### src/rtl/regfile_mp_clr_if.sv
// Bus bundle for regfile_mp_clr: two read ports, two write ports and the clear-engine handshake.
// Clear handshake: clr_req is accepted on any edge where clr_busy is low; while clr_busy is high, requests are ignored.
interface regfile_mp_clr_if #(
  parameter int DATA_W = 32,
  parameter int ADDR_W = 5
);
  logic [ADDR_W-1:0] rd_addr_a;
  logic [DATA_W-1:0] rd_data_a;
  logic [ADDR_W-1:0] rd_addr_b;
  logic [DATA_W-1:0] rd_data_b;
  logic              we0;
  logic [ADDR_W-1:0] waddr0;
  logic [DATA_W-1:0] wdata0;
  logic              we1;
  logic [ADDR_W-1:0] waddr1;
  logic [DATA_W-1:0] wdata1;
  logic              clr_req;
  logic              clr_busy;
  logic              clr_done;
  logic              dbg_clearing;

  modport master (
    output rd_addr_a, rd_addr_b, we0, waddr0, wdata0, we1, waddr1, wdata1, clr_req,
    input  rd_data_a, rd_data_b, clr_busy, clr_done, dbg_clearing
  );

  modport slave (
    input  rd_addr_a, rd_addr_b, we0, waddr0, wdata0, we1, waddr1, wdata1, clr_req,
    output rd_data_a, rd_data_b, clr_busy, clr_done, dbg_clearing
  );
endinterface

### src/rtl/regfile_mp_clr.sv
// 2-read/2-write register file with priority write port 1, optional zero register and a sequential clear sweep.
// Optional write-through forwarding is enabled by defining REGFILE_BYPASS_EN.
module regfile_mp_clr #(
  parameter int DATA_W   = 32,
  parameter int ADDR_W   = 5,
  parameter int ZERO_REG = 1
) (
  input  logic                clk,
  input  logic                rst,
  regfile_mp_clr_if.slave     bus
);
  localparam int DEPTH = 1 << ADDR_W;

  typedef enum logic {
    IDLE  = 1'b0,
    CLEAR = 1'b1
  } state_t;

  state_t            state;
  logic [ADDR_W-1:0] cnt;
  logic [DATA_W-1:0] mem [DEPTH];
  logic              clearing;
  logic              wr0_ok;
  logic              wr1_ok;
  logic              zero_a;
  logic              zero_b;

  assign clearing         = (state == CLEAR);
  assign bus.dbg_clearing = clearing;

  // Writes that will actually land this edge; also the only writes eligible for forwarding.
  assign wr0_ok = bus.we0 && !rst && !clearing && !((ZERO_REG != 0) && (bus.waddr0 == '0));
  assign wr1_ok = bus.we1 && !rst && !clearing && !((ZERO_REG != 0) && (bus.waddr1 == '0));

  assign zero_a = (ZERO_REG != 0) && (bus.rd_addr_a == '0);
  assign zero_b = (ZERO_REG != 0) && (bus.rd_addr_b == '0);

  always_ff @(posedge clk) begin
    if (rst) begin
      state        <= CLEAR;
      cnt          <= '0;
      bus.clr_busy <= 1'b1;
      bus.clr_done <= 1'b0;
    end else begin
      bus.clr_done <= 1'b0;
      case (state)
        IDLE: begin
          if (bus.clr_req) begin
            state        <= CLEAR;
            cnt          <= '0;
            bus.clr_busy <= 1'b1;
          end
        end
        CLEAR: begin
          cnt <= cnt + 1'b1;
          if (cnt == '1) begin
            state        <= IDLE;
            bus.clr_busy <= 1'b0;
            bus.clr_done <= 1'b1;
          end
        end
        default: state <= IDLE;
      endcase
    end
  end

  // Single write process keeps the array RAM-mappable; port 1 is written last so it wins on a collision.
  always_ff @(posedge clk) begin
    if (!rst && clearing) mem[cnt] <= '0;
    if (wr0_ok) mem[bus.waddr0] <= bus.wdata0;
    if (wr1_ok) mem[bus.waddr1] <= bus.wdata1;
  end

  always_comb begin
    bus.rd_data_a = '0;
    bus.rd_data_b = '0;
    if (!clearing) begin
      bus.rd_data_a = mem[bus.rd_addr_a];
      bus.rd_data_b = mem[bus.rd_addr_b];
`ifdef REGFILE_BYPASS_EN
      if (wr0_ok && (bus.waddr0 == bus.rd_addr_a)) bus.rd_data_a = bus.wdata0;
      if (wr0_ok && (bus.waddr0 == bus.rd_addr_b)) bus.rd_data_b = bus.wdata0;
      if (wr1_ok && (bus.waddr1 == bus.rd_addr_a)) bus.rd_data_a = bus.wdata1;
      if (wr1_ok && (bus.waddr1 == bus.rd_addr_b)) bus.rd_data_b = bus.wdata1;
`endif
      if (zero_a) bus.rd_data_a = '0;
      if (zero_b) bus.rd_data_b = '0;
    end
  end
endmodule

### src/flat_wrapper.sv
// flat-port wrapper written by rule: the top's interface ports become plain ports
module regfile_mp_clr_flat 
#(
  parameter int DATA_W   = 32,
  parameter int ADDR_W   = 5,
  parameter int ZERO_REG = 1
)
  (clk, rst, bus_rd_addr_a, bus_rd_addr_b, bus_we0, bus_waddr0, bus_wdata0, bus_we1, bus_waddr1, bus_wdata1, bus_clr_req, bus_rd_data_a, bus_rd_data_b, bus_clr_busy, bus_clr_done, bus_dbg_clearing);
  regfile_mp_clr_if #(.DATA_W(DATA_W), .ADDR_W(ADDR_W)) bus_i ();
  input  logic clk;
  input  logic rst;
  input wire logic [$bits(bus_i.rd_addr_a)-1:0] bus_rd_addr_a;
  input wire logic [$bits(bus_i.rd_addr_b)-1:0] bus_rd_addr_b;
  input wire logic [$bits(bus_i.we0)-1:0] bus_we0;
  input wire logic [$bits(bus_i.waddr0)-1:0] bus_waddr0;
  input wire logic [$bits(bus_i.wdata0)-1:0] bus_wdata0;
  input wire logic [$bits(bus_i.we1)-1:0] bus_we1;
  input wire logic [$bits(bus_i.waddr1)-1:0] bus_waddr1;
  input wire logic [$bits(bus_i.wdata1)-1:0] bus_wdata1;
  input wire logic [$bits(bus_i.clr_req)-1:0] bus_clr_req;
  output wire logic [$bits(bus_i.rd_data_a)-1:0] bus_rd_data_a;
  output wire logic [$bits(bus_i.rd_data_b)-1:0] bus_rd_data_b;
  output wire logic [$bits(bus_i.clr_busy)-1:0] bus_clr_busy;
  output wire logic [$bits(bus_i.clr_done)-1:0] bus_clr_done;
  output wire logic [$bits(bus_i.dbg_clearing)-1:0] bus_dbg_clearing;
  assign bus_i.rd_addr_a = bus_rd_addr_a;
  assign bus_i.rd_addr_b = bus_rd_addr_b;
  assign bus_i.we0 = bus_we0;
  assign bus_i.waddr0 = bus_waddr0;
  assign bus_i.wdata0 = bus_wdata0;
  assign bus_i.we1 = bus_we1;
  assign bus_i.waddr1 = bus_waddr1;
  assign bus_i.wdata1 = bus_wdata1;
  assign bus_i.clr_req = bus_clr_req;
  assign bus_rd_data_a = bus_i.rd_data_a;
  assign bus_rd_data_b = bus_i.rd_data_b;
  assign bus_clr_busy = bus_i.clr_busy;
  assign bus_clr_done = bus_i.clr_done;
  assign bus_dbg_clearing = bus_i.dbg_clearing;
  regfile_mp_clr #(.DATA_W(DATA_W), .ADDR_W(ADDR_W), .ZERO_REG(ZERO_REG)) u_core (.clk(clk), .rst(rst), .bus(bus_i));
endmodule
### config.mk
export PLATFORM = sky130hd
export DESIGN_NAME = regfile_mp_clr_flat
export DESIGN_NICKNAME = d
export VERILOG_FILES = /design/src/rtl/regfile_mp_clr_if.sv /design/src/rtl/regfile_mp_clr.sv /design/src/flat_wrapper.sv
export SDC_FILE = /design/constraint.sdc
export NUM_CORES = 2
export LEC_CHECK = 0
export BUFFER_PORTS_ARGS = -buffer_cell sky130_fd_sc_hd__buf_2
export CAP_MARGIN = 10
export CORE_MARGIN = 5
export CORE_UTILIZATION = 47
export DETAILED_ROUTE_END_ITERATION = 6
export GPL_ROUTABILITY_DRIVEN = 1
export HOLD_SLACK_MARGIN = 0.1
export RECOVER_POWER = 100
export SETUP_SLACK_MARGIN = 0.1
export SYNTH_ARGS = -nofsm -noshare
export SYNTH_HDL_FRONTEND = slang
export SYNTH_SLANG_ARGS = --single-unit
### constraint.sdc
create_clock -name clk -period 10.05 [get_ports clk]
set_input_delay 2.01 -clock clk [delete_from_list [all_inputs] [get_ports clk]]
set_output_delay 2.01 -clock clk [all_outputs]
set_load 0.05 [all_outputs]
# After elaboration in Yosys (flattened, before gate mapping)

Memory sizes are Yosys's and may differ from the RTL's.
Index checks and enable logic that the tools add are counted.

Memories: 1
Bits in writable memories: 1024
Output and inout bits: 67
Register bits after elaboration: 8

Bitwise logic cells: 1
Reductions and logical operators: 18
Eq/ne operators: 3
Mux-type cells: 22
Add/subtract/negate cells: 1

Memories:

| name       | words | bits a word | read ports | clocked after memory_dff | write ports | line                 | text |
|---|---|---|---|---|---|---|---|
| u_core.mem | 32    | 32          | 2          | 0                        | 2           | regfile_mp_clr.sv:21 | `logic [DATA_W-1:0] mem [DEPTH];` |

Operators with widths:

| kind                                        | count |
|---|---|
| 2-to-1 mux 32 bit                           | 5 |
| OR reduction 32 bit                         | 1 |
| zero test 5 bit                             | 4 |
| 2-to-1 mux 1 bit                            | 12 |
| 2-to-1 mux 5 bit                            | 2 |
| case mux 5 bit (2 select lines)             | 1 |
| logical AND 1 bit                           | 7 |
| adder 5 x 1 -> 5 bit, second input constant | 1 |
| equality test 5 bit, second input constant  | 1 |
| zero test 1 bit                             | 4 |
| != test 2 bit, second input constant        | 2 |
| case mux 1 bit (2 select lines)             | 2 |
| AND reduction 2 bit                         | 1 |
| OR reduction 2 bit                          | 1 |
| inverter 1 bit                              | 1 |

# Depth between registers and ports, before layout

Depth in word-level cells: 8
Gate-level depth with buffers: 8

# Worst setup path after synthesis

OpenSTA, ideal clock, no wires.

Path type: input -> output
Start point: input port bus_rd_addr_a[0]
End point: output port bus_rd_data_a[14]
Buffers on the path: 3
Arrival: 4.118 ns
Stages: 6
Data required time: 8.040 ns
Setup slack: 3.922 ns
Cells stage by stage: clkbuf_1 -> buf_2 -> buf_1 -> mux4_2 -> a22oi_1 -> nand4_1

Word-level cells in the longest chain between the ends: 3
Elaborated cells between the ends (all ways): 4
Classes of those cells: 2 x mux; 1 x reduce/logical; 1 x memory

RTL lines:

| element                                                             | line                 | text |
|---|---|---|
| from (decl)                                                         | flat_wrapper.sv:12   | `input wire logic [$bits(bus_i.rd_addr_a)-1:0] bus_rd_addr_a;` |
| memory read (32 x 32 bit) / zero test 5 bit (equally long branches) | -                    |  |
| 2-to-1 mux 32 bit *                                                 | regfile_mp_clr.sv:86 | `if (zero_a) bus.rd_data_a = '0;` |
| 2-to-1 mux 32 bit *                                                 | regfile_mp_clr.sv:77 | `if (!clearing) begin` |
| to (decl)                                                           | flat_wrapper.sv:21   | `output wire logic [$bits(bus_i.rd_data_a)-1:0] bus_rd_data_a;` |

Mark *: on every way between the ends. The rest lies on a longest branch, timed or not.

# Final worst setup path

Start point: input port bus_rd_addr_a[0]
End point: output port bus_rd_data_a[24]

The elaborated chain is that of the path after synthesis.

==> impl_results.md <==
- Mapped Area: 0.0592 mm2
- CP Launch Point: bus_rd_addr_a[0]
- Max VDD drop: 0.145 mV
- Cts hold-fix bufs: 0
- PwrDens: ~140 mW/mm2
- Critical Path AT: 6.92 ns
- Buffer depth of the longest clock path: 3
- Layout cells sized above 1: between 30% and 40%
- CP max FO: 61
- Multi-input gate area: around 0.027 mm2
- WP buf/inv: 3
- Number of synthesized flops with an enable pin: about 1000
- DP Area: 0.0616 mm2
- Final Hold Viols: 0
- Worst rel slew slack: -276%
- Synthesized Nets: 4321
- Final GP Congestion: ~0.89
- Fin crit period: 8.93 ns
- Vias: 41400
- Hold Worst Slack: 0.518 ns
- Post-synth top cells: edfxtp_1 (994), mux2_2 (992), mux2i_1 (575)
- Num CTS Buffers: 114
- Synth area leader: edfxtp_1
- Worst Path Required: around 8 ns
- Routed vias/inst: 7.09
- Initial Util: 47.2%
- Seq cells post-synth: 1002
- Endpoints failing setup: 0
- Drt drc: 0
- Worst-path clk slew: 0.06 ns
- Core area: 0.125 mm2
- Pin count of the biggest net entering global routing: 139
- P_leak: 0.0252 uW
- Reg-to-reg startpoint: u_core.bus.dbg_clearing
- Status: finished, violations left
- Total GRT Usage: 33.2%
- P&R area growth vs syn: 8.93%
- Synth Instances: approximately 4200
- Hold Crit Start: u_core.bus.clr_busy
- # H-tree levels: 3
- Critical path's slowest cell: clkbuf_1
- # fillers: 10700
- FMAX: 112 MHz
- Drt wl/cell: between 30 and 40 um
- Actual transition at the worst max-transition pin: 5.58 ns
- Dpl cells: 5623
- Non-filler cells, final: around 5800
- Number of global-route vias before repair: 39900
- Worst hold path type: reg2reg
- Setup Skew: 0.0281 ns
- IO Count: 156
- CP Cell Sequence: buf_8 -> and2_0 -> clkbuf_1 -> a22oi_1 -> a22oi_1 -> nand4_1 -> clkbuf_1
- Critical Path Max Stage Delay: 1.65 ns
- Design Area, Final: 0.0645 mm2
- Main flop type after synthesis: edfxtp_1
- Failing checks: max-capacitance violations, max-slew violations
- Sequential-to-total area share from yosys stat: 50.7%
- Dpl hpwl: ~130000 um
- Register area: 0.0300 mm2
- RSZ-0062 raised after global routing: no
- Nets@finish: 4181
- First-pass GRT wire length: roughly 310000 um
- DIE AREA: between 0.1 and 0.15 mm2
- Cell Rows: 130
- Initial antenna violation count: 15
- Count leader, synth: edfxtp_1
- Grt total ovfl: 0
- Post-CTS setup buffer count: 0
- Die W: 365 um
- Post-CTS sizing: 0
- Total Neg Setup Slack: 0 ns
- Area share of the largest cell type after synthesis: between 50% and 60%
- CTS tree: built
- CP Capture Type: primary output
- Largest cells by area after synthesis: edfxtp_1 (50%), mux2_2 (19%), mux2i_1 (9.7%), mux4_2 (7.3%), clkbuf_1 (2.7%)
- Final WS setup: 1.12 ns
- Synth warn: 0
- Dpl ws: 2.53 ns
- Post-route clock period utilization: 88.9%
- 1st-pass router iterations: 6
- Mean Syn Cell Area: 14.0 um2
- Port buffer count: 155
- DIE HEIGHT: roughly 360 um
- Clock sinks: approximately 1000
- Initial DRC count: between 6000 and 7000
- Root buf cell: clkbuf_16
- Final slew viol count: 2139
- CP top delay family: buffers and inverters
- Clock latency at the later pin of the worst-skew pair: approximately 0.74 ns
- Routed Wire Length: 227000 um
- Cell variety after synth: between 50 and 60
- FFs w/ async S/R, synth: 0%
- DRT antenna net count: 0
- Number of max-cap violations: 88
- Worst Setup Path Type: in2out
- Critical Path Start Type: input pin
metal layers:
metal | vias up | wire length [um] | GRT usage [%]
met3 | 521 | 24200 | 6.69
met4 | 8 | 11700 | 15.0
met5 | - | 50 | 0
met1 | 21600 | 90200 | 46.3
met2 | 2651 | 100000 | 50.4
li1 | 16600 | - | -
worst reg2reg max path, cell delays in order (launching register included):
cell and delay [ns]:
dfxtp_1 0.30, clkbuf_1 1.37, or3b_1 0.46, o21ai_0 0.22, o22a_1 0.33, o21ai_0 4.08
clkbuf_1 1.56
registers in the layout (all words and copies together) (netlist names):
signal / count
u_core.cnt: 5
u_core.bus.dbg_clearing: 1
u_core.bus.clr_busy: 1
u_core.mem: 994
u_core.bus.clr_done: 1
cell families (layout without fill, tap and decap cells):
family          after synthesis  count (layout)  synth area share, %
fa+ha+maj                     2               2               0.0423
other cells                   0               4                    0
mux                        1760            1760                 35.9
buf+inv                     546             495                 3.63
simple gates                343             343                 3.01
compound gates              577             577                 6.68
flops                      1002            1002                 50.7
report_power, final:
group          internal, uW  total, uW  switching, uW  leakage [uW]
clock network          2190       3950           1760       0.00169
logic                   175        535            360        0.0129
registers              4540       4550           7.26        0.0106
total                  6900       9030           2130        0.0252
stage by stage:
step                      utilization (%)  total power [uW]
after floorplan                         -              4970
after global placement               49.1              5160
after detailed placement             49.1              5160
after CTS                            51.9              9050
after global routing                 51.4              9250
final                                51.4              9030
area by class of cell:
| type | count | area share [%] |
|---|---|---|
| Sequential cell | 1002 | 46.5 |
| Multi-Input combinational cell | 2682 | 42.5 |
| Clock buffer | 143 | 4.69 |
| Tap cell | 1650 | 3.20 |
| Timing Repair Buffer | 283 | 2.46 |
| Clock inverter | 62 | 0.574 |
| Inverter | 7 | 0.0408 |
| Antenna cell | 4 | 0.0155 |
placed cells by master (no fill, tap or decap), drive strengths merged, types with 11 or more instances in the layout:
cell | netlist | layout
a221oi | 62 | 62
a22oi | 189 | 189
and2 | 35 | 35
buf | 117 | 175
clkbuf | 422 | 251
clkinv | 0 | 55
edfxtp | 994 | 994
inv | 7 | 11
mux2 | 992 | 992
mux2i | 575 | 575
mux4 | 193 | 193
nand2 | 155 | 155
nand3 | 12 | 12
nand4 | 63 | 63
nor2 | 14 | 14
nor2b | 15 | 15
o21ai | 83 | 83
o22ai | 193 | 193
o31ai | 16 | 16
final timing paths:
kind	slack (ns)	to	cells past startpoint
max	1.12	bus_rd_data_a[24]	7
min	0.52	u_core.bus.clr_busy	2
max reg2reg	1.29	u_core.mem[12][13]	6
min reg2reg	0.52	u_core.bus.clr_busy	2
Power figures use the tool's default switching activity.
